**src/rtl/mux2_arbiter_if.sv**
```systemverilog
// Request/grant and data bundle between two requesters and the mux2_arbiter.
// The slave modport is the arbiter's view; master is the requesters' side.
interface mux2_arbiter_if #(
    parameter int WIDTH = 8
);
    logic             req0;
    logic             req1;
    logic [WIDTH-1:0] d0;
    logic [WIDTH-1:0] d1;
    logic             gnt0;
    logic             gnt1;
    logic             sel;
    logic [WIDTH-1:0] out;
    logic             valid;

    modport slave (
        input  req0, req1, d0, d1,
        output gnt0, gnt1, sel, out, valid
    );

    modport master (
        output req0, req1, d0, d1,
        input  gnt0, gnt1, sel, out, valid
    );
endinterface

```
**src/rtl/mux2_arbiter.sv**
```systemverilog
// Round-robin two-requester arbiter with locked grants driving a shared 2:1 mux.
// Optional burst limiting under contention is enabled by defining ARB_BURST_LIMIT_EN.
module mux2_arbiter #(
    parameter int WIDTH     = 8,
    parameter int BURST_MAX = 4
) (
    input logic           clk,
    input logic           reset,
    mux2_arbiter_if.slave bus
);

    typedef enum logic [1:0] {
        IDLE = 2'd0,
        G0   = 2'd1,
        G1   = 2'd2
    } state_t;

    state_t stateQ, stateD;
    logic   lastQ, lastD;
    logic   selQ, selD;
    logic   limit0, limit1;

    if (BURST_MAX < 1 || BURST_MAX > 255) begin : gBadBurstMax
        $error("mux2_arbiter: BURST_MAX must be in 1..255");
    end

`ifdef ARB_BURST_LIMIT_EN
    localparam logic [7:0] BurstLast = 8'(BURST_MAX - 1);

    logic [7:0] burstQ, burstD;

    // The holder is forced off only when its burst is used up and the other side waits.
    assign limit0 = (burstQ == BurstLast) && bus.req1;
    assign limit1 = (burstQ == BurstLast) && bus.req0;
`else
    assign limit0 = 1'b0;
    assign limit1 = 1'b0;
`endif

    always_comb begin
        stateD = stateQ;
        unique case (stateQ)
            IDLE: begin
                if (bus.req0 && !bus.req1) begin
                    stateD = G0;
                end else if (!bus.req0 && bus.req1) begin
                    stateD = G1;
                end else if (bus.req0 && bus.req1) begin
                    stateD = lastQ ? G0 : G1;
                end
            end
            G0: begin
                if (bus.req0 && !limit0) begin
                    stateD = G0;
                end else if (bus.req1) begin
                    stateD = G1;
                end else begin
                    stateD = IDLE;
                end
            end
            G1: begin
                if (bus.req1 && !limit1) begin
                    stateD = G1;
                end else if (bus.req0) begin
                    stateD = G0;
                end else begin
                    stateD = IDLE;
                end
            end
            default: stateD = IDLE;
        endcase
    end

    // last and sel only move on entry into a grant, so sel holds through IDLE.
    always_comb begin
        lastD = lastQ;
        selD  = selQ;
        if (stateD == G0 && stateQ != G0) begin
            lastD = 1'b0;
            selD  = 1'b0;
        end else if (stateD == G1 && stateQ != G1) begin
            lastD = 1'b1;
            selD  = 1'b1;
        end
    end

`ifdef ARB_BURST_LIMIT_EN
    always_comb begin
        burstD = burstQ;
        if (stateD != stateQ && stateD != IDLE) begin
            burstD = 8'd0;
        end else if (stateD == stateQ && stateQ != IDLE && burstQ != BurstLast) begin
            burstD = burstQ + 8'd1;
        end
    end

    always_ff @(posedge clk or posedge reset) begin
        if (reset) begin
            burstQ <= 8'd0;
        end else begin
            burstQ <= burstD;
        end
    end
`endif

    always_ff @(posedge clk or posedge reset) begin
        if (reset) begin
            stateQ <= IDLE;
            lastQ  <= 1'b1;
            selQ   <= 1'b0;
        end else begin
            stateQ <= stateD;
            lastQ  <= lastD;
            selQ   <= selD;
        end
    end

    assign bus.gnt0  = (stateQ == G0);
    assign bus.gnt1  = (stateQ == G1);
    assign bus.sel   = selQ;
    assign bus.valid = (stateQ == G0) || (stateQ == G1);
    assign bus.out   = selQ ? bus.d1 : bus.d0;

endmodule

```
**src/flat_wrapper.sv**
```systemverilog
// flat-port wrapper written by rule: the top's interface ports become plain ports
module mux2_arbiter_flat 
#(
    parameter int WIDTH     = 8,
    parameter int BURST_MAX = 4
)
  (clk, reset, bus_req0, bus_req1, bus_d0, bus_d1, bus_gnt0, bus_gnt1, bus_sel, bus_out, bus_valid);
  mux2_arbiter_if #(.WIDTH(WIDTH)) bus_i ();
  input logic clk;
  input logic reset;
  input wire logic [$bits(bus_i.req0)-1:0] bus_req0;
  input wire logic [$bits(bus_i.req1)-1:0] bus_req1;
  input wire logic [$bits(bus_i.d0)-1:0] bus_d0;
  input wire logic [$bits(bus_i.d1)-1:0] bus_d1;
  output wire logic [$bits(bus_i.gnt0)-1:0] bus_gnt0;
  output wire logic [$bits(bus_i.gnt1)-1:0] bus_gnt1;
  output wire logic [$bits(bus_i.sel)-1:0] bus_sel;
  output wire logic [$bits(bus_i.out)-1:0] bus_out;
  output wire logic [$bits(bus_i.valid)-1:0] bus_valid;
  assign bus_i.req0 = bus_req0;
  assign bus_i.req1 = bus_req1;
  assign bus_i.d0 = bus_d0;
  assign bus_i.d1 = bus_d1;
  assign bus_gnt0 = bus_i.gnt0;
  assign bus_gnt1 = bus_i.gnt1;
  assign bus_sel = bus_i.sel;
  assign bus_out = bus_i.out;
  assign bus_valid = bus_i.valid;
  mux2_arbiter #(.WIDTH(WIDTH), .BURST_MAX(BURST_MAX)) u_core (.clk(clk), .reset(reset), .bus(bus_i));
endmodule
```
**config.mk**
```make
export PLATFORM = sky130hd
export DESIGN_NAME = mux2_arbiter_flat
export DESIGN_NICKNAME = d
export VERILOG_FILES = /design/src/rtl/mux2_arbiter_if.sv /design/src/rtl/mux2_arbiter.sv /design/src/flat_wrapper.sv
export SDC_FILE = /design/constraint.sdc
export NUM_CORES = 1
export LEC_CHECK = 0
export CORE_AREA = 4 4 41 43
export DETAILED_ROUTE_END_ITERATION = 10
export DIE_AREA = 0 0 45 47
export PLACE_DENSITY = 0.78
export SKIP_LAST_GASP = 1
export SYNTH_ARGS = -nofsm -noshare
export SYNTH_HDL_FRONTEND = slang
export SYNTH_SLANG_ARGS = --single-unit
export TNS_END_PERCENT = 1
```
**constraint.sdc**
```tcl
create_clock -name clk -period 1.9 [get_ports clk]
set_clock_uncertainty 0.15 [all_clocks]
set_input_delay 0.19 -clock clk [delete_from_list [all_inputs] [get_ports clk]]
set_output_delay 0.19 -clock clk [all_outputs]
set_load 0.02 [all_outputs]
```
==> run summary <==
Outcome: finished with violations
Failing checks: setup timing
Max capacitance violation total: 0
Combinational group share of total power: 70.2%
CP Cell Sequence: inv_1 > ha_1 > buf_4 > clkdlybuf4s50_1
F_max: 515 MHz
Largest net degree at the start of global routing: 11
Worst path max stage delay: 0.59 ns
Synth-to-Final Area Change: 103%
Most numerous cell in the Yosys netlist: mux2_2
Vias per cell: 4.59
NetSw: 0.438 mW
Clk network pwr share: 10.6%
Final nets: 105
Fin worst setup slack: -0.0414 ns
Yosys reg bits: 4
Tightest Hold Check Type: flop to flop
Compound-Gate Fraction of Synth Area: 15.4%
Yosys cell types: 17
Worst rel slew slack: 82.3%
Yosys top cell by area: mux2_2
Gate Count Post-Synth: 42
CTS max path bufs: 2
Mux cell area share after synthesis: 24.1%
Seq/Total Area, Yosys: 27.1%
Post-synth top area share: 24.1%
YS warnings: 0
# H-tree levels: 1
Drt initial violations: 8
CP bufs+invs: 3
Vias: 436
TritonCTS Buffers: 3
Adder-cell share of the synthesized area: 13.4%
Total clock sinks: 4
TritonRoute pass-1 iters: 5
Synth Flop Type: dfrtp_1
CTS tree: done
Crit Path Class: flop to primary output
Setup violations, final: 9
Final period util: 102%
Hpwl dp: 910 um
P per Cell Area: 1400 mW/mm^2
Clk root buf: clkbuf_4
Core region area: 0.00130 sq mm
Syn_area_per_cell: 8.91 sq um
CP max-delay cell: clkdlybuf4s50_1
Dpl ws: 0.0875 ns
Leading post-synthesis cells by cell area: mux2_2 24%, dfrtp_1 20%, ha_1 13%, dfstp_2 7.0%, o21ai_0 5.4%
Leakage Power: 0.343 nW
Hold_ws: 0.340 ns
Fill cells: 124
Grt total ovfl: 0
DIE WIDTH: 45 um
Worst-path maximum fanout: 4
Starting Density: 28.8%
Final slew viol count: 0
Post-Syn Nets: 66
Ratio of cells with drive above 1 in the final layout: 20.0%
# diodes: 0
Final wirelength: 1.05 mm
Chip Height: 47 um
Overall Power: 1.06 mW
WP data arrival: 1.60 ns
I/O Pins: 32
Port Buf Inserts: 31
Util after Layout: 58.5%
Simple-gate share of the synthesized area: 14.0%
Vias in the first global route: 479
EDFF count, synth: 0
CP top delay family: buffers and inverters
Ys async rst share: 100%
Post-route ant nets: 0
Crit path time final: 1.94 ns
# Post-CTS Setup Buffers: 0
Routability congestion estimate: 0.835
Net Sw Frac: 41.2%
Nature of the critical path endpoint: primary output
Peak supply drop: 0.759 mV
RSZ-0062 raised after global routing: true
Gr usage total: 11.4%
Number of remaining DRC errors: 0
Post-synthesis cell area: 374 sq um
Pint: 0.627 mW
Die ar.: 0.00212 sq mm
CP startpoint kind: flop
Initial antenna violation count: 0
Synth cell count leaders: 8 x mux2_2, 5 x inv_1, 5 x nor2_1
Fraction of synthesized cell area in xor and xnor cells: 0%
Clk slew on worst S/H paths: 0.04 ns
Final hold violation count: 0
Avg WL per Cell: 11.0 um
Worst slew pin tran: 0.266 ns
First-pass GRT wire length: 1.72 mm
Row Count: 13
Sequential share of power: 19.2%
Worst EP required: 1.56 ns
Largest family of logic cells by synthesized area: multiplexers
Setup TNS: -0.314 ns
Worst-Skew Late Latency: 0.23 ns
-- repair_timing --
item | in CTS | in global routing
resized for setup | 2 | 1
hold endpoints to repair | 3 | 0
hold buffers | 1 | 0
endpoints found under the setup margin | 11 | 12
-- path summary, 6_finish.rpt --
check,startpoint,endpoint,slack [ns],cells after the start
setup / recovery,u_core.stateQ[1],bus_gnt0,-0.04,4
hold / removal,u_core.lastQ,u_core.lastQ,0.34,2
setup reg to reg,u_core.stateQ[1],u_core.bus.sel,0.07,7
hold reg to reg,u_core.lastQ,u_core.lastQ,0.34,2
max in group asynchronous,reset,u_core.lastQ,0.82,3
min in group asynchronous,reset,u_core.stateQ[1],0.55,3
-- area by class of cell --
class / count / area (sq um) / share of cell area [%]
Timing Repair Buffer: 35 / 344 / 45.2
Sequential cell: 4 / 103 / 13.5
Tap cell: 15 / 18.8 / 2.47
Inverter: 5 / 18.8 / 2.47
Clock buffer: 4 / 26.3 / 3.45
Multi-Input combinational cell: 32 / 250 / 32.9
-- registers in the layout, summed over array words and instances (netlist names) --
register,flops
u_core.stateQ,2
u_core.bus.sel,1
u_core.lastQ,1
-- kinds of logic (layout without fill, tap and decap cells) --
logic type      count (synthesis)  in the layout
simple gates                   11             11
buf+inv                         6             44
mux                             8              8
flops                           4              4
fa+ha+maj                       4              4
compound gates                  9              9
-- worst min-delay path, stage by stage (launching register included) --
cell	delay [ns]
dfstp_2	0.37
inv_1	0.04
o21ai_0	0.07
-- per-layer routing --
metal  GRT usage (%)  routed length, um  vias up
li1                -                  -      221
met5               0                  0        -
met2            16.9                433       30
met1            12.1                451      185
met4            6.43                  0        0
met3            7.66                163        0
-- stage by stage --
stage	area, sq um	instances
floorplan	374	42
global route	761	95
detailed placement	722	90
global placement	722	90
finish	761	95
CTS	758	95
-- cells in the final DEF (no fill, tap or decap), drive strengths merged, types with 3 or more instances in the layout --
cell type	synthesis	layout
inv	5	5
buf	0	3
mux2	8	8
o21ai	4	4
ha	4	4
dfrtp	3	3
nor2b	3	3
clkbuf	1	4
clkdlybuf4s50	0	29
nor2	5	5
-- power by group through the flow --
stage / Clock [mW] / Sequential [mW] / Combinational (mW)
3_5_place_dp: 0 / 0.205 / 0.756
3_3_place_gp: 0 / 0.202 / 0.744
5_1_grt: 0.127 / 0.213 / 0.810
6_report: 0.113 / 0.204 / 0.748
2_1_floorplan: 0 / 0.179 / 0.456
4_1_cts: 0.120 / 0.207 / 0.757
Note: power is estimated with default switching activity, not from simulation.
